### src/rtl/loader_pkg.sv
`default_nettype none
// ============================================================================
//  Module      : loader_pkg
//  Description : Shared types and constants for the instruction-memory
//                stream loader. Holds the loader state enum, the error
//                codes reported on the loader's error port, and small
//                decode helpers that map a state onto the status outputs.
//  Revision    : 1.0  initial release
// ============================================================================
package loader_pkg;

  typedef enum logic [2:0] {
    ST_IDLE  = 3'd0,
    ST_RECV  = 3'd1,
    ST_WRITE = 3'd2,
    ST_CHECK = 3'd3,
    ST_DONE  = 3'd4,
    ST_ERROR = 3'd5
  } loader_state_t;

  localparam logic [1:0] ERR_NONE    = 2'b00;
  localparam logic [1:0] ERR_CSUM    = 2'b01;
  localparam logic [1:0] ERR_TIMEOUT = 2'b10;
  localparam logic [1:0] ERR_LEN     = 2'b11;

  // A load is in progress.
  function automatic logic state_busy(input loader_state_t s);
    return (s == ST_RECV) || (s == ST_WRITE) || (s == ST_CHECK);
  endfunction

  // The core is held while loading and after a failed load, so it never
  // runs a partially loaded or corrupt program.
  function automatic logic state_hold(input loader_state_t s);
    return state_busy(s) || (s == ST_ERROR);
  endfunction

  // Bytes are taken while assembling program words or the checksum word.
  function automatic logic state_ready(input loader_state_t s);
    return (s == ST_RECV) || (s == ST_CHECK);
  endfunction

endpackage
`default_nettype wire

### src/rtl/byte_word_assembler.sv
`default_nettype none
// ============================================================================
//  Module      : byte_word_assembler
//  Description : Packs a little-endian byte stream into 32-bit words. The
//                first byte of a word lands in bits 7:0. The word presented
//                on 'word' already contains the byte being accepted this
//                cycle, so the owner can capture a complete word on the
//                same edge that takes the 4th byte.
//  Ports       : clock, reset (async, active low)
//                clear      - discard any partial word, restart at lane 0
//                accept     - byte_in is taken this cycle
//                byte_in    - stream byte
//                word       - lanes merged with the byte at the current lane
//                word_full  - this accept completes a word
//  Revision    : 1.0  initial release
// ============================================================================
module byte_word_assembler (
  input  logic        clock,
  input  logic        reset,
  input  logic        clear,
  input  logic        accept,
  input  logic [7:0]  byte_in,
  output logic [31:0] word,
  output logic        word_full
);

  logic [31:0] r_lanes;
  logic [1:0]  r_index;
  logic [31:0] w_word;

  always_comb begin
    w_word = r_lanes;
    case (r_index)
      2'd0:    w_word[7:0]   = byte_in;
      2'd1:    w_word[15:8]  = byte_in;
      2'd2:    w_word[23:16] = byte_in;
      default: w_word[31:24] = byte_in;
    endcase
  end

  assign word      = w_word;
  assign word_full = accept && (r_index == 2'd3);

  // The index is 2 bits, so it returns to lane 0 by itself after the 4th byte.
  always_ff @(posedge clock or negedge reset) begin
    if (!reset) begin
      r_lanes <= 32'd0;
      r_index <= 2'd0;
    end else if (clear) begin
      r_lanes <= 32'd0;
      r_index <= 2'd0;
    end else if (accept) begin
      r_lanes <= w_word;
      r_index <= r_index + 2'd1;
    end
  end

endmodule
`default_nettype wire

### src/rtl/imem_stream_loader.sv
`default_nettype none
// ============================================================================
//  Module      : imem_stream_loader
//  Description : Run-time writer for the instruction memory. Takes a
//                little-endian byte stream over valid/ready, assembles
//                32-bit words, writes them to word addresses 0,1,2,... and
//                then checks a trailing XOR checksum word. The core is held
//                while a load runs and after a load fails.
//  Parameters  : ADDR_WIDTH - imem word-address width (2^ADDR_WIDTH words)
//                TIMEOUT    - idle cycles between bytes before abort
//  Ports       : clock, reset (async, active low)
//                load_start, load_words   - start pulse and program length
//                byte_in, byte_valid, byte_ready - byte stream handshake
//                imem_we, imem_addr, imem_wdata  - imem write port
//                cpu_hold, busy, done, error     - status
//  Revision    : 1.0  initial release
// ============================================================================
module imem_stream_loader
  import loader_pkg::*;
#(
  parameter int ADDR_WIDTH = 8,
  parameter int TIMEOUT    = 1000
) (
  input  logic                  clock,
  input  logic                  reset,
  input  logic                  load_start,
  input  logic [ADDR_WIDTH:0]   load_words,
  input  logic [7:0]            byte_in,
  input  logic                  byte_valid,
  output logic                  byte_ready,
  output logic                  imem_we,
  output logic [ADDR_WIDTH-1:0] imem_addr,
  output logic [31:0]           imem_wdata,
  output logic                  cpu_hold,
  output logic                  busy,
  output logic                  done,
  output logic [1:0]            error
);

  // The idle counter only has to hold TIMEOUT-1; the abort fires on the
  // idle cycle that would take it to TIMEOUT.
  localparam int                  c_tmo_w    = (TIMEOUT > 1) ? $clog2(TIMEOUT) : 1;
  localparam logic [c_tmo_w-1:0]  c_tmo_last = c_tmo_w'(TIMEOUT - 1);
  localparam logic [ADDR_WIDTH:0] c_depth    = {1'b1, {ADDR_WIDTH{1'b0}}};

  loader_state_t         r_state;
  loader_state_t         w_next;
  logic [ADDR_WIDTH-1:0] r_addr;
  logic [ADDR_WIDTH:0]   r_wcount;
  logic [ADDR_WIDTH:0]   r_words;
  logic [ADDR_WIDTH:0]   w_wcount_inc;
  logic [31:0]           r_acc;
  logic [c_tmo_w-1:0]    r_tmo;
  logic [1:0]            r_error;
  logic [1:0]            w_err_next;
  logic                  r_imem_we;
  logic [ADDR_WIDTH-1:0] r_imem_addr;
  logic [31:0]           r_imem_wdata;
  logic                  r_ready;
  logic                  r_busy;
  logic                  r_hold;
  logic                  r_done;

  logic                  w_accept;
  logic                  w_start;
  logic                  w_timeout;
  logic                  w_tmo_hit;
  logic                  w_len_bad;
  logic                  w_len_zero;
  logic [31:0]           w_word;
  logic                  w_word_full;

  assign w_accept     = byte_valid && r_ready;
  assign w_tmo_hit    = !w_accept && (r_tmo == c_tmo_last);
  assign w_len_bad    = load_words > c_depth;
  assign w_len_zero   = (load_words == '0);
  assign w_wcount_inc = r_wcount + 1'b1;

  byte_word_assembler u_asm (
    .clock     (clock),
    .reset     (reset),
    .clear     (w_start | w_timeout),
    .accept    (w_accept),
    .byte_in   (byte_in),
    .word      (w_word),
    .word_full (w_word_full)
  );

  // word_full can only rise in RECV/CHECK because byte_ready is low elsewhere.
  always_comb begin
    w_next     = r_state;
    w_start    = 1'b0;
    w_timeout  = 1'b0;
    w_err_next = r_error;
    case (r_state)
      ST_IDLE, ST_DONE, ST_ERROR: begin
        if (load_start) begin
          w_start    = 1'b1;
          w_err_next = ERR_NONE;
          if (w_len_bad) begin
            w_next     = ST_ERROR;
            w_err_next = ERR_LEN;
          end else if (w_len_zero) begin
            w_next = ST_CHECK;
          end else begin
            w_next = ST_RECV;
          end
        end
      end
      ST_RECV: begin
        if (w_word_full) begin
          w_next = ST_WRITE;
        end else if (w_tmo_hit) begin
          w_next     = ST_ERROR;
          w_err_next = ERR_TIMEOUT;
          w_timeout  = 1'b1;
        end
      end
      ST_WRITE: begin
        w_next = (w_wcount_inc == r_words) ? ST_CHECK : ST_RECV;
      end
      ST_CHECK: begin
        if (w_word_full) begin
          if (w_word == r_acc) begin
            w_next = ST_DONE;
          end else begin
            w_next     = ST_ERROR;
            w_err_next = ERR_CSUM;
          end
        end else if (w_tmo_hit) begin
          w_next     = ST_ERROR;
          w_err_next = ERR_TIMEOUT;
          w_timeout  = 1'b1;
        end
      end
      default: w_next = ST_IDLE;
    endcase
  end

  always_ff @(posedge clock or negedge reset) begin
    if (!reset) begin
      r_state      <= ST_IDLE;
      r_addr       <= '0;
      r_wcount     <= '0;
      r_words      <= '0;
      r_acc        <= 32'd0;
      r_tmo        <= '0;
      r_error      <= ERR_NONE;
      r_imem_we    <= 1'b0;
      r_imem_addr  <= '0;
      r_imem_wdata <= 32'd0;
      r_ready      <= 1'b0;
      r_busy       <= 1'b0;
      r_hold       <= 1'b0;
      r_done       <= 1'b0;
    end else begin
      r_state   <= w_next;
      r_error   <= w_err_next;
      // Status outputs are registered from the next state so they line up
      // with the state register and carry no input-to-output path.
      r_ready   <= state_ready(w_next);
      r_busy    <= state_busy(w_next);
      r_hold    <= state_hold(w_next);
      r_done    <= (w_next == ST_DONE);
      r_imem_we <= 1'b0;

      if (w_start) begin
        r_addr   <= '0;
        r_wcount <= '0;
        r_acc    <= 32'd0;
        r_tmo    <= '0;
        r_words  <= load_words;
      end else begin
        case (r_state)
          ST_RECV, ST_CHECK: begin
            if (w_accept || w_tmo_hit) begin
              r_tmo <= '0;
            end else begin
              r_tmo <= r_tmo + 1'b1;
            end
            if ((r_state == ST_RECV) && w_word_full) begin
              r_imem_we    <= 1'b1;
              r_imem_addr  <= r_addr;
              r_imem_wdata <= w_word;
            end
          end
          ST_WRITE: begin
            r_acc    <= r_acc ^ r_imem_wdata;
            // On a full-depth load this wraps to 0 after the last write;
            // it is not used again before the next start clears it.
            r_addr   <= r_addr + 1'b1;
            r_wcount <= w_wcount_inc;
          end
          default: ;
        endcase
      end
    end
  end

  assign byte_ready = r_ready;
  assign imem_we    = r_imem_we;
  assign imem_addr  = r_imem_addr;
  assign imem_wdata = r_imem_wdata;
  assign cpu_hold   = r_hold;
  assign busy       = r_busy;
  assign done       = r_done;
  assign error      = r_error;

endmodule
`default_nettype wire

### config.mk
export PLATFORM = sky130hd
export DESIGN_NAME = imem_stream_loader
export DESIGN_NICKNAME = d
export VERILOG_FILES = /design/src/rtl/loader_pkg.sv /design/src/rtl/byte_word_assembler.sv /design/src/rtl/imem_stream_loader.sv
export SDC_FILE = /design/constraint.sdc
export NUM_CORES = 1
export LEC_CHECK = 0
export BUFFER_PORTS_ARGS = -buffer_cell sky130_fd_sc_hd__buf_2
export CAP_MARGIN = 40
export CORE_ASPECT_RATIO = 0.75
export CORE_MARGIN = 2
export CORE_UTILIZATION = 54
export DETAILED_ROUTE_END_ITERATION = 16
export PLACE_DENSITY = 0.81
export SYNTH_ARGS = -nofsm -noshare
export SYNTH_HDL_FRONTEND = slang
export SYNTH_SLANG_ARGS = --single-unit
### constraint.sdc
create_clock -name clock -period 2.13 [get_ports clock]
set_clock_uncertainty 0.15 [all_clocks]
set_input_delay 0.213 -clock clock [delete_from_list [all_inputs] [get_ports clock]]
set_output_delay 0.213 -clock clock [all_outputs]
set_load 0.03 [all_outputs]
Word level (Yosys, flattened, before mapping)
Index checks and enable logic that the tools add are counted.
{ "classes": {"add_sub_neg": 4, "magnitude_cmp": 1, "n_eq_ne": 19, "n_mux": 41, "n_bitwise": 3, "n_reduce_logical": 22} }
{ "ops": {"columns": ["op", "n"], "rows": [
  ["$mux 32", 4],
  ["$mux 8", 6],
  ["$eq 32x32->1", 1],
  ["$xor 32x32->32", 1],
  ["$mux 10", 3],
  ["$mux 2", 10],
  ["$mux 9", 2],
  ["$mux 3", 5],
  ["$eq 3x2->1 const B", 4],
  ["$eq 3x3->1 const B", 4],
  ["$pmux 3 s4", 1],
  ["$add 10x1->10 const B", 1],
  ["$eq 10x10->1 const B", 1],
  ["$add 9x1->9 const B", 1],
  ["$eq 9x9->1", 1],
  ["$gt 9x9->1 const B", 1],
  ["$logic_not 9->1", 1],
  ["$mux 1", 9],
  ["$add 8x1->8 const B", 1],
  ["$eq 3x1->1 const B", 2],
  ["$pmux 2 s3", 1],
  ["$reduce_bool 2->1", 3],
  ["$reduce_or 3->1", 2],
  ["$logic_or 1x1->1", 5],
  ["other kinds (15)", 20]
]} }
{ "word_totals": {"register_bits": 152, "input_bits": 21, "word_cells": 106} }

Longest topological paths before layout
Gate-level depths: netlist of run 1.
{ "logic_depth": {"depth_word": 11, "ltp_mapped": 9, "depth_no_buf": 8} }

By module
Synthesis of run 1 repeated with hierarchy kept, for this count alone.
{ "unflattened": {"cells_unflattened": 707, "area_unflattened_um2": 7642.3} }
{ "modules_own_cells": {"columns": ["module", "instances", "cells_each", "area_per_inst_um2"], "rows": [
  ["imem_stream_loader", 1, 540, 5632.9],
  ["byte_word_assembler", 1, 167, 2009.4]
]} }

Least setup slack after synthesis of run 1
No wires, ideal clock.
{ "synth_path": {"path_kind": "register to register", "from": "register u_asm.r_index[0]", "to": "register r_done, in the netlist done", "setup_time_ns": 0.070, "arrival_ns": 1.976, "required_ns": 1.910, "slack_ns": -0.066, "stages_incl_launch_ff": 10, "n_path_buf": 1, "path_cell_list": "dfrtp_1 > inv_1 > ha_1 > buf_6 > mux2i_2 > xnor2_1 > nor4_1 > nand4_1 > o21bai_2 > and4_1"} }
{ "synth_via": {"elab_chain_len": 8, "word_cells_on_any_way": 16, "classes_between": "5 x eq/ne; 8 x mux; 3 x reduce/logical"} }
{ "synth_rtl": {"columns": ["item", "line_no", "rtl"], "rows": [
  ["start, declared", "byte_word_assembler.sv:28", "logic [1:0] r_index;"],
  ["start signal, assigned", "byte_word_assembler.sv:54", "r_index <= r_index + 2'd1;"],
  ["$eq 2x1->1 (tied with other cells)", "byte_word_assembler.sv:33", "case (r_index)"],
  ["$reduce_or 3->1 (no source line)", null, null],
  ["$mux 8", "byte_word_assembler.sv:33", null],
  ["$eq 32x32->1", "imem_stream_loader.sv:124", "if (w_word == r_acc) begin"],
  ["$mux 1", "imem_stream_loader.sv:124", null],
  ["$mux 3", "imem_stream_loader.sv:123", "if (w_word_full) begin"],
  ["$pmux 3 s4 *", "imem_stream_loader.sv:95", "case (r_state)"],
  ["$eq 3x3->1 *", "imem_stream_loader.sv:164", "r_done <= (w_next == ST_DONE);"],
  ["end signal, assigned", "imem_stream_loader.sv:164", null],
  ["end, declared", "imem_stream_loader.sv:62", "logic r_done;"]
]} }
Mark *: on every way between the ends. The rest lies on a longest branch, timed or not.
A chain may end at the register's enable or synchronous reset.

Worst setup path after layout of run 1
{ "layout_path": {"from": "register u_asm.r_index[0]", "to": "register r_error[1], in the netlist error[1]"} }
{ "layout_via": {"elab_chain_len": 6, "word_cells_on_any_way": 16, "classes_between": "6 x eq/ne; 6 x mux; 4 x reduce/logical"} }
{ "layout_rtl": {"columns": ["item", "line_no", "rtl"], "rows": [
  ["$eq 2x1->1 (tied with other cells)", "byte_word_assembler.sv:33", null],
  ["$reduce_or 3->1 (no source line)", null, null],
  ["$mux 8", "byte_word_assembler.sv:33", null],
  ["$eq 32x32->1", "imem_stream_loader.sv:124", null],
  ["$ne 3x3->1 (no source line)", null, null],
  ["$reduce_and 4->1 (no source line)", null, null],
  ["end signal, assigned", "imem_stream_loader.sv:158", "r_error <= w_err_next;"],
  ["end, declared", "imem_stream_loader.sv:54", "logic [1:0] r_error;"]
]} }
Several ways; a longest one is shown, not always the timed one.

==> impl_results.rst, run 1 <==
.. list-table::
   :header-rows: 1

   * - Metric
     - Value
   * - Residual overflow from global routing
     - 0
   * - Hold Crit Start
     - byte_valid
   * - CP endpoint kind
     - flop
   * - Number of cells traversed by the worst register-to-register path
     - 10
   * - Cell at the root of the clock tree
     - clkbuf_16
   * - Total design power
     - between 15 and 20 mW
   * - MaxCap Viol Count
     - 0
   * - Number of distinct library cells after synthesis
     - 46
   * - Power dissipated by switching net loads
     - 6.375 mW
   * - Reg-to-reg setup timing slack
     - -0.52 ns
   * - Hold worst-path end
     - r_tmo[2]
   * - Max VDD drop
     - 0.9396 mV
   * - Clock transition at path regs
     - approximately 0.060 ns
   * - P&R area growth vs syn
     - 29.84%
   * - FP Rows
     - 37
   * - Die Span X
     - 139.2 µm
   * - Final critical path time including I/O delays and setup
     - about 2.7 ns
   * - Clk Latency, worst-skew pair
     - 0.43 ns
   * - Violations in the final reports
     - setup timing
   * - Maximum clock frequency
     - 0.3772 GHz
   * - Launching element type of the critical path
     - flop
   * - DRC violations left
     - 0
   * - Layout Nets
     - between 900 and 1000
   * - Die Ht
     - between 100 and 150 µm
   * - Worst-Margin Slew
     - between 1 and 1.5 ns
   * - Mapped Nets
     - 770
   * - Leading cell types by total area after synthesis
     - dfrtp_1, mux2i_1, nor2_1
   * - Largest fanout of any net on the critical path
     - 6
   * - GR Util All Layers
     - a little over a quarter
   * - Wire length of the first global-routing pass
     - 31020 µm
   * - Most instantiated library cell after synthesis
     - dfrtp_1
   * - Crit share post-route
     - 124.5%
   * - Setup repair after global routing missed its margin
     - yes
   * - Data required time at the worst endpoint
     - 2.33 ns
   * - CTS H-tree depth
     - 4
   * - Total area of multi-input combinational cells
     - 0.003789 mm²
   * - First drt pass iteration count
     - 6
   * - Max-slew violation total from the final report
     - 0
   * - Share of total power in sequential cells
     - approximately 33%
   * - Cell Count Post-Placement
     - 1018
   * - Leading area contributor after synthesis
     - dfrtp_1
   * - Result of the run
     - complete, but fails checks
   * - Final wirelength
     - 20200 µm
   * - Design Area, Final
     - 0.009615 mm²
   * - Core region area
     - 0.01356 mm²
   * - Mapped Avg Cell Area
     - 9.994 µm²
   * - DRT iter0 DRCs
     - 624
   * - Detail Placement HPWL
     - 12350 µm
   * - Cell depth of the worst setup path
     - 10
   * - Post-synth top cells
     - dfrtp_1, nor2_1, nand2_1, mux2i_1, a21oi_1
   * - Total cell area at the placement stage
     - 0.008433 mm²
   * - Top-level port count
     - 68
   * - Number of warning messages in the yosys log
     - 0
   * - TritonCTS Buffers
     - 17
   * - Total via count in the routed design
     - 6134
   * - Number of stages on the worst hold path
     - 4
   * - Clock Power Share
     - 19.1%
   * - Crit path max-delay cell type
     - dfrtp_2
   * - Vias per std cell
     - 5.717
   * - Share of the synthesized area in the top cell type
     - 51.36%
   * - Fill cell instance count of the final layout
     - 898
   * - Endpoints failing setup
     - 7
   * - Sw Ratio
     - 41.06%
   * - Reg2Reg Capture Point
     - error[1]
   * - # diodes
     - 0
   * - Post-synthesis instance total
     - 741
   * - Final hold violation count
     - 0
   * - Crit path largest cell delay
     - 0.44 ns
   * - Wire length per cell after detailed routing
     - 18.83 µm
   * - Signal arrival time at the worst endpoint
     - 2.85 ns
   * - Number of global-route vias before repair
     - roughly 5800
   * - Top_reg_cell synth
     - dfrtp_1
   * - Final TNS setup
     - -3.260 ns
   * - Cell class contributing the biggest share of worst-path delay
     - simple AND/OR/NAND/NOR gates
   * - PortBufs
     - 67
   * - Sequential share of the synthesized area
     - 51.36%
   * - Initial cell density of the core
     - 54.60%
   * - Gate power share
     - between 40% and 50%
   * - Startpoint of the worst-slack reg-to-reg timing path
     - u_asm.r_index[0]
   * - Proportion of register bits with asynchronous set or reset after synthesis
     - 100.0%
   * - Count of state elements after synthesis
     - 152
   * - Hold Crit Class
     - in2reg
   * - Netlist Area Pre-Place
     - 0.007406 mm²
   * - Antenna Violating Nets Remaining
     - 0
   * - Internal power component
     - roughly 9 mW
   * - Final worst setup slack
     - -0.5215 ns
   * - Hold_ws
     - roughly 0.056 ns
   * - Critical path start-end classification
     - reg2reg
   * - Area of the die
     - 0.01468 mm²
   * - Sequential cell area
     - 0.003805 mm²
   * - Count of non-filler cells in the finished layout
     - 1073
   * - Initial antenna violation count
     - 0
   * - Share of cells above drive strength 1
     - 27.62%
   * - Power density over the cells
     - 1615 mW/mm²
   * - Placer congestion estimate
     - 0.8805
   * - EDFF count, synth
     - 0
   * - Total number of clock tree sinks
     - approximately 150
   * - Crit path buf inv count
     - 3
   * - Maximum number of buffers from clock root to sink
     - 2
   * - Pin count of the biggest net entering global routing
     - 53
   * - Worst slew margin relative to its limit
     - between 20% and 30%
   * - Clock tree from TritonCTS
     - done
   * - Critical path cell sequence
     - inv_2 > ha_4 > buf_6 > mux2i_4 > xnor2_1 > nor4_1 > nand4_1 > buf_4 > o21a_1 > nor3_1
   * - Leakage
     - approximately 4.5 nW
kinds of logic (layout without fill, tap and decap cells):
| group | count (synthesis) | in the layout | synth area share (%) |
|---|---|---|---|
| and+or+nand+nor | 288 | 288 | 17.30 |
| buffers and inverters | 42 | 199 | 2.737 |
| DFF | 152 | 152 | 51.36 |
| muxes | 70 | 70 | 9.850 |
| AOI/OAI and AO/OA | 96 | 96 | 7.349 |
| xor gates and xnor gates | 85 | 85 | 10.05 |
| adders and majority gates | 8 | 8 | 1.352 |
worst max path at each step:
stage | startpoint | to
floorplan | u_asm.r_index[0] | done
global placement | u_asm.r_index[0] | done
detailed placement | u_asm.r_index[0] | busy
CTS | u_asm.r_index[0] | busy
global route | u_asm.r_index[0] | error[1]
finish | u_asm.r_index[0] | error[1]
final cells by class:
class | instances | share of cell area (%)
well taps | 175 | 2.277
clock buffers | 21 | 4.684
clock inverters | 11 | 1.275
flip-flops and latches | 152 | 39.57
inverters | 4 | 0.1561
repair buffers | 163 | 12.64
multi-input cells | 547 | 39.40
worst reg2reg max path: stages (launching register included):
cell     delay [ns]
dfrtp_2        0.44
inv_2          0.12
ha_4           0.24
buf_6          0.15
mux2i_4        0.24
xnor2_1        0.12
nor4_1         0.31
nand4_1        0.28
buf_4          0.22
o21a_1         0.18
nor3_1         0.13
per-stage QoR:
stage,worst slack (ns),util (%)
after floorplan,-0.06237,-
after global placement,-0.6068,62.17
after detailed placement,-0.6337,62.17
after CTS,-0.3779,68.51
after global routing,-0.6518,70.89
final,-0.5215,70.89
cell usage in the layout, fill, tap and decap left out, types with 8 or more instances in the layout:
master and count:
a21oi_1 44, buf_2 66, buf_4 72, clkbuf_16 18
dfrtp_1 151, dlygate4sd3_1 10, mux2_2 8, mux2i_1 36
mux2i_2 12, mux2i_4 14, nand2_1 88, nand2b_1 9
nand3_1 15, nand4_1 8, nor2_1 121, o21ai_0 28
xnor2_1 38, xor2_1 42
power groups by stage:
stage | combinational, mW | clock, mW | sequential (mW)
2_1_floorplan | 3.44 | 0 | 5.52
3_3_place_gp | 6.22 | 0 | 4.91
3_5_place_dp | 6.38 | 0 | 4.94
4_1_cts | 6.76 | 2.98 | 4.95
5_1_grt | 8.06 | 3.14 | 5.18
6_report | 7.51 | 2.96 | 5.06
repair_timing:
action	4_1_cts	5_1_grt
buffers inserted	7	5
hold endpoints to repair	161	0
resized for setup	30	43
pin swaps	15	11
endpoints found under the setup margin	8	10
hold buffers	10	0
gates cloned	0	1
per-layer routing:
metal / vias up / global-route usage [%] / wire length [µm]
li1: 2795 / - / -
met1: 3046 / 41.50 / 9270
met2: 259 / 38.80 / 9313
met3: 34 / 5.543 / 1311
met4: 0 / 9.091 / 306
met5: - / 0 / 0
sequential cells by signal, indices dropped and copies added, names as in the netlist, 3 cells and up:
register and count:
r_tmo 10, r_wcount 9, r_words 9, r_state 3, r_acc 32, r_addr 8
u_asm.r_lanes 32, imem_addr 8, imem_wdata 32
Power figures use the tool's default switching activity.
==> run 2, diff against run 1 <==
--- a/config.mk
+++ b/config.mk
@@ -5,13 +5,14 @@
 export SDC_FILE = /design/constraint.sdc
 export NUM_CORES = 1
 export LEC_CHECK = 0
+export ABC_AREA = 1
 export BUFFER_PORTS_ARGS = -buffer_cell sky130_fd_sc_hd__buf_2
 export CAP_MARGIN = 40
 export CORE_ASPECT_RATIO = 0.75
 export CORE_MARGIN = 2
-export CORE_UTILIZATION = 54
+export CORE_UTILIZATION = 60
 export DETAILED_ROUTE_END_ITERATION = 16
-export PLACE_DENSITY = 0.81
+export PLACE_DENSITY = 0.85
 export SYNTH_ARGS = -nofsm -noshare
 export SYNTH_HDL_FRONTEND = slang
 export SYNTH_SLANG_ARGS = --single-unit
==> constraint.sdc (replaced) <==
create_clock -name clock -period 2.95 [get_ports clock]
set_clock_uncertainty 0.15 [all_clocks]
set_input_delay 0.295 -clock clock [delete_from_list [all_inputs] [get_ports clock]]
set_output_delay 0.295 -clock clock [all_outputs]
set_load 0.03 [all_outputs]
==> run 2 against run 1 <==
The run now ends clean. Sequential power down 35%. Clock power decreased by 26%. Worst setup slack better by 0.80 ns. Worst hold slack lost 0.051 ns. Die area is 4.9% lower. Count of clock-buffer cells in the layout fell by 2. Combinational power down 49%. Utilization is 1.2 points lower. Critical endpoint is now busy. Largest power group unchanged.
==> impl_results.rst, run 2 <==
.. list-table::
   :header-rows: 1

   * - Metric
     - Value
   * - PortBufs
     - 67
   * - Launching element type of the critical path
     - flop
   * - GRT met3 Usage
     - 7.276%
   * - Maximum clock frequency
     - around 0.37 GHz
   * - Sequential share of the synthesized area
     - 48.71%
   * - Share of cells above drive strength 1
     - 11.81%
   * - Post-synthesis instance total
     - between 1000 and 1500
   * - Placer congestion estimate
     - 0.9579
   * - Mapped Avg Cell Area
     - approximately 7.5 µm²
   * - First drt pass iteration count
     - 8
   * - Layout Nets
     - between 1000 and 1500
   * - CP endpoint kind
     - flop
   * - Number of warning messages in the yosys log
     - 0
   * - Met1 track utilization from global routing
     - 44.22%
   * - Main combinational cell family by area after synthesis
     - simple AND/OR/NAND/NOR gates
   * - Die Ht
     - 102.8 µm
   * - Internal power component
     - 5.226 mW
   * - Signal arrival time at the worst endpoint
     - 2.84 ns
   * - Reg2Reg Capture Point
     - busy
   * - Sequential cell area
     - between 0.003 and 0.004 mm²
   * - Post-CTS Setup Inserts
     - 0
   * - Critical path start-end classification
     - reg2reg
   * - Core region area
     - 0.01284 mm²
   * - Startpoint of the worst setup timing path
     - u_asm.r_index[0]
   * - Detail Placement HPWL
     - 13430 µm
   * - MaxCap Viol Count
     - 0
   * - Clock transition at path regs
     - about 0.060 ns
   * - DRT iter0 DRCs
     - 792
   * - Total cell area at the placement stage
     - 0.008300 mm²
   * - CTS H-tree depth
     - 4
   * - Netlist Area Pre-Place
     - 0.007809 mm²
   * - Final critical path time including I/O delays and setup
     - 2.670 ns
   * - # diodes
     - 0
   * - Top-level port count
     - 68
   * - Final core area utilization
     - a little over two thirds
   * - Mapped Nets
     - 1074
   * - Residual overflow from global routing
     - 0
   * - Most common cell after layout, fill and taps aside
     - nand2_1
   * - Simple-Gate Fraction of Synth Area
     - between 20% and 30%
   * - Power density over the cells
     - approximately 1000 mW/mm²
   * - Sw Ratio
     - 43.71%
   * - Leakage
     - 4.337 nW
   * - Most Crowded Layer GR
     - met2
   * - Clk Latency, worst-skew pair
     - approximately 0.43 ns
   * - Destination of the critical timing path
     - busy
   * - Global-route met2 utilization
     - between 40% and 50%
   * - Hold Crit Class
     - in2reg
   * - Fraction of synthesized cell area in xor and xnor cells
     - 0.3365%
   * - Largest fanout of any net on the critical path
     - 10
   * - TritonCTS Buffers
     - 17
   * - Number of global-route vias before repair
     - 6853
   * - Total via count in the routed design
     - around 7300
   * - Antenna Violating Nets Remaining
     - 0
   * - Wire length per cell after detailed routing
     - 15.51 µm
   * - Final hold violation count
     - 0
   * - Max VDD drop
     - 0.6605 mV
   * - Maximum number of buffers from clock root to sink
     - 2
   * - P&R area growth vs syn
     - 14.61%
   * - Highest-count cells in the layout ignoring fill and taps
     - nand2_1, dfrtp_1, inv_1
   * - Proportion of register bits with asynchronous set or reset after synthesis
     - 100.0%
   * - Fraction of the mapped netlist area in adder cells
     - roughly 1.3%
   * - Pin count of the biggest net entering global routing
     - 68
   * - Share of the synthesized area in the top cell type
     - about half
   * - Number of distinct library cells after synthesis
     - 33
   * - Reg-to-reg setup timing slack
     - 0.28 ns
   * - Cell at the root of the clock tree
     - clkbuf_16
   * - Wire length of the first global-routing pass
     - 33280 µm
   * - Number of cells traversed by the worst register-to-register path
     - 15
   * - Post-synth top cells
     - nand2_1, dfrtp_1, inv_1, a21oi_1, nor3_1
   * - Post-synthesis compound-gate area fraction
     - 10.75%
   * - Hold_ws
     - 0.005304 ns
   * - EDFF count, synth
     - 0
   * - Initial antenna violation count
     - 0
   * - Clock Power Share
     - 23.6%
   * - Die Span X
     - 135.7 µm
   * - Startpoint of the worst-slack reg-to-reg timing path
     - u_asm.r_index[0]
   * - Final wirelength
     - ~20000 µm
   * - Result of the run
     - finished, final reports clean
   * - DRC violations left
     - 0
   * - Most instantiated library cell after synthesis
     - nand2_1
   * - GR Util All Layers
     - 30.76%
   * - Total number of clock tree sinks
     - 152
   * - Max-slew violation total from the final report
     - 0
   * - Share of total power in sequential cells
     - 35.3%
   * - Leading area contributor after synthesis
     - dfrtp_1
   * - Power dissipated by switching net loads
     - 4.058 mW
   * - Final TNS setup
     - 0 ns
   * - Clock tree from TritonCTS
     - done
   * - Number of stages on the worst hold path
     - 3
   * - Count of state elements after synthesis
     - between 150 and 200
   * - Crit share post-route
     - 90.50%
   * - Area of the die
     - 0.01395 mm²
   * - Fraction of synthesized area in multiplexers
     - 0%
   * - FP Rows
     - 36
   * - Setup repair after global routing missed its margin
     - no
   * - Total design power
     - 9.285 mW
   * - Worst slew margin relative to its limit
     - about 58%
   * - Leading cell types by total area after synthesis
     - dfrtp_1, nand2_1, inv_1
   * - Design Area, Final
     - 0.008950 mm²
   * - Hold Crit Start
     - load_words[5]
   * - Initial cell density of the core
     - 60.83%
   * - Fill cell instance count of the final layout
     - 979
   * - Gate power share
     - between 40% and 50%
   * - Worst-Margin Slew
     - about 0.64 ns
   * - Top_reg_cell synth
     - dfrtp_1
   * - Endpoints failing setup
     - 0
   * - Vias per std cell
     - 5.618
   * - Total area of multi-input combinational cells
     - 0.003307 mm²
   * - Data required time at the worst endpoint
     - 3.12 ns
run 2: changes by cell type in the layout (fill, tap and decap cells not counted), moves of 50 or more:
cell and change:
nand3_1 +50, buf_4 -61, nor3_1 +67, nor2_1 -85, nand2_1 +263, inv_1 +121
run 2: worst max-delay path, stage by stage (launching register included):
cell,delay (ns)
dfrtp_1,0.43
inv_1,0.14
ha_2,0.34
nand2_1,0.14
nand2_1,0.13
nand2_1,0.06
nand2_1,0.14
nand2_1,0.08
nor2_1,0.23
nand2_1,0.09
nor2_1,0.13
nand2_1,0.08
nand2_1,0.12
nand2_1,0.10
nor2_1,0.15
nor2_1,0.05
run 2: power by group through the flow:
stage	combinational [mW]	clock (mW)	sequential, mW
2_1_floorplan	2.22	0	3.71
4_1_cts	3.76	2.20	3.27
3_5_place_dp	3.71	0	3.29
3_3_place_gp	3.63	0	3.28
5_1_grt	4.27	2.28	3.37
6_report	3.81	2.19	3.28
run 2: layer usage:
metal  wire, µm  share of wire (%)  up-vias
li1           -                  -     3506
met1       9012                 45     3382
met2       8896                 44      358
met3       1878                9.3       40
met4        333                1.7        0
met5          0                  0        -
run 2: repair_timing:
action / in CTS / in global routing
hold endpoints to repair: 69 / 0
endpoints found under the setup margin: 0 / 2
resized for setup: 0 / 1
hold buffers: 6 / 0
run 2: worst min path at each step:
stage | slack, ns | end
after floorplan | -0.15 | busy
after global placement | 0.19 | r_addr[2]
after detailed placement | 0.19 | imem_addr[0]
after CTS | 0.004 | r_words[5]
after global routing | 0.01 | r_words[5]
final | 0.005 | r_words[5]
run 2: metrics by stage:
step,setup slack (ns),std cells
CTS,0.2371,1297
finish,0.2803,1297
global placement,0.3311,1260
floorplan,0.9475,1045
global route,0.07683,1297
detailed placement,0.2464,1260
run 2: area by class of cell:
type	count	area share, %
Multi-Input combinational cell	726	36.95
Clock buffer	19	4.837
Tap cell	171	2.391
Sequential cell	152	42.50
Timing Repair Buffer	86	5.858
Clock inverter	12	1.720
Inverter	131	5.746
run 2: kinds of logic (layout without fill, tap and decap cells):
logic type,after synthesis,after routing
AND/OR/NAND/NOR,552,552
adder cells (fa/ha/maj),8,8
flip-flops,152,152
buffers and inverters,167,248
XOR/XNOR,3,3
AO/OA/AOI/OAI,163,163
==> run 3, diff against run 2 <==
==> constraint.sdc (replaced) <==
create_clock -name clock -period 2.95 [get_ports clock]
set_clock_uncertainty 0.15 [all_clocks]
set_input_delay 0.4425 -clock clock [delete_from_list [all_inputs] [get_ports clock]]
set_output_delay 0.4425 -clock clock [all_outputs]
set_load 0.03 [all_outputs]
==> run 3 against run 2 <==
Fmax shrank 2.1%. Worst setup slack lost 0.058 ns. Critical path depth is the same. Critical path type unchanged. First-iteration DRC count shrank 3.8%. Register-to-register slack lost 0.06 ns.
==> impl_results.rst, run 3 (synthesized netlist as in run 2, its figures left out) <==
.. list-table::
   :header-rows: 1

   * - Metric
     - Value
   * - Crit path largest cell delay
     - 0.48 ns
   * - Total via count in the routed design
     - 7286
   * - Routed metal-1 wire length
     - ~8900 µm
   * - P&R area growth vs syn
     - 14.24%
   * - Share of cells above drive strength 1
     - 11.80%
   * - Reg2Reg Capture Point
     - busy
   * - Startpoint of the worst-slack reg-to-reg timing path
     - u_asm.r_index[0]
   * - Total cell area at the placement stage
     - 0.008305 mm²
   * - Layout Nets
     - 1137
   * - Worst slew margin relative to its limit
     - a little under three fifths
   * - DRC violations left
     - 0
   * - Wire length of the first global-routing pass
     - 33000 µm
   * - Final hold violation count
     - 0
   * - Detail Placement HPWL
     - 13520 µm
   * - Final core area utilization
     - 69.49%
   * - Power density over the cells
     - 1050 mW/mm²
   * - GR Util All Layers
     - roughly 30%
   * - Initial cell density of the core
     - 60.83%
   * - Vias per std cell
     - 5.648
   * - Die Span X
     - approximately 140 µm
   * - Worst-Margin Slew
     - 0.6616 ns
   * - Antenna Violating Nets Remaining
     - 0
   * - Amount of wire on met2 after detailed routing
     - 9087 µm
   * - Area of the die
     - approximately 0.014 mm²
   * - Hold Crit Start
     - load_words[6]
   * - Result of the run
     - finished, final reports clean
   * - Setup slack at placement
     - around 0.26 ns
   * - Clock transition at path regs
     - 0.06 ns
   * - Design Area, Final
     - 0.008921 mm²
   * - Leakage
     - 4.316 nW
   * - Number of global-route vias before repair
     - 6885
   * - Cell seen most often among critical-path stages
     - nand2_1
   * - Reg-to-reg setup timing slack
     - 0.22 ns
   * - Critical path cell sequence
     - inv_1 > ha_1 > inv_6 > nand2_1 > nand2_1 > nand2_1 > nand3_1 > nor2_1 > nand2_1 > nor2_1 > nand2_1 > nand2_1 > nand2_1 > nor2_1 > nor2_1
   * - Number of cells traversed by the worst register-to-register path
     - 15
   * - MaxCap Viol Count
     - 0
   * - CP endpoint kind
     - flop
   * - Max VDD drop
     - 0.6216 mV
   * - Crit share post-route
     - 92.48%
   * - Cell depth of the worst setup path
     - 15
   * - Residual overflow from global routing
     - 0
   * - Top-level port count
     - 68
   * - Highest metal layer used by the detailed router
     - met4
   * - Data required time at the worst endpoint
     - 3.12 ns
   * - # diodes
     - 0
   * - Final wirelength
     - between 20000 and 25000 µm
   * - Hold Crit Class
     - in2reg
   * - PortBufs
     - 67
   * - Max-slew violation total from the final report
     - 0
   * - Die Ht
     - 102.8 µm
   * - TritonCTS Buffers
     - 17
   * - Core region area
     - 0.01284 mm²
   * - Final critical path time including I/O delays and setup
     - roughly 2.7 ns
   * - Wire length per cell after detailed routing
     - 15.82 µm
   * - Final worst setup slack
     - around 0.22 ns
   * - Startpoint of the worst setup timing path
     - u_asm.r_index[0]
   * - Pin count of the biggest net entering global routing
     - 69
   * - Crit path max-delay cell type
     - ha_1
   * - Most common cell after layout, fill and taps aside
     - nand2_1
   * - Met3 wire length
     - 1969 µm
   * - Cell at the root of the clock tree
     - clkbuf_16
   * - Largest fanout of any net on the critical path
     - 9
   * - Highest-count cells in the layout ignoring fill and taps
     - nand2_1, dfrtp_1, inv_1
   * - CTS H-tree depth
     - 4
   * - DRT iter0 DRCs
     - ~760
   * - Crit path buf inv count
     - 2
   * - Maximum number of buffers from clock root to sink
     - 2
   * - Launching element type of the critical path
     - flop
   * - Maximum clock frequency
     - 0.3665 GHz
   * - Critical path start-end classification
     - reg2reg
   * - Cell Count Post-Placement
     - 1259
   * - Clock tree from TritonCTS
     - done
   * - Cell class contributing the biggest share of worst-path delay
     - simple AND/OR/NAND/NOR gates
   * - Placer congestion estimate
     - 0.9515
   * - First drt pass iteration count
     - 6
   * - Count of non-filler cells in the finished layout
     - between 1000 and 1500
   * - Total number of clock tree sinks
     - 152
   * - Final TNS setup
     - 0 ns
   * - Initial antenna violation count
     - 0
   * - FP Rows
     - 36
   * - Endpoints failing setup
     - 0
   * - Signal arrival time at the worst endpoint
     - 2.90 ns
   * - Destination of the critical timing path
     - busy
   * - Clk Latency, worst-skew pair
     - 0.43 ns
   * - Setup repair after global routing missed its margin
     - no
## run 3: metrics by stage
step	hold slack, ns	power (mW)
3_5_place_dp	0.3231	7.012
3_3_place_gp	0.3098	6.891
4_1_cts	0.1336	9.315
2_1_floorplan	-0.003091	5.929
5_1_grt	0.1448	9.961
6_report	0.1386	9.369
## run 3: what timing repair did
| item | in CTS | in global routing |
|---|---|---|
| buffers inserted | 0 | 0 |
| hold buffers | 1 | 0 |
| endpoints found under the setup margin | 0 | 3 |
| hold endpoints to repair | 65 | 0 |
| resized for setup | 0 | 1 |
## run 3: how the worst min path moves through the flow
stage	end	slack (ns)	cells past startpoint
CTS	r_words[7]	0.13	3
global placement	imem_addr[2]	0.31	2
detailed placement	imem_addr[0]	0.32	2
global route	r_words[6]	0.14	3
floorplan	busy	-0.003	0
finish	r_words[6]	0.14	3
## run 3: cell type report
class                   instances  area (µm²)
clock buffers                  20       456.7
clock inverters                10       146.4
fillers                      1022        3916
inverters                     131       514.2
multi-input cells             726        3307
flip-flops and latches        152        3804
well taps                     171       214.0
repair buffers                 80       479.2
## run 3: metal layers
| metal | up-vias | GRT usage (%) |
|---|---|---|
| li1 | 3480 | - |
| met1 | 3382 | 42.44 |
| met2 | 375 | 46.93 |
| met3 | 49 | 7.965 |
| met4 | 0 | 10.98 |
| met5 | - | 0 |
## run 3: report_power, final
part | internal, mW | switching, mW
logic | 1.14 | 2.68
clock network | 1.37 | 0.879
registers | 2.77 | 0.530
## run 3: worst reg2reg max path, delay by kind of cell (launching register included)
family | cells | cell delay, ns
and+or+nand+nor | 12 | 1.35
DFF | 1 | 0.42
adders and majority gates | 1 | 0.48
buffers and inverters | 2 | 0.24
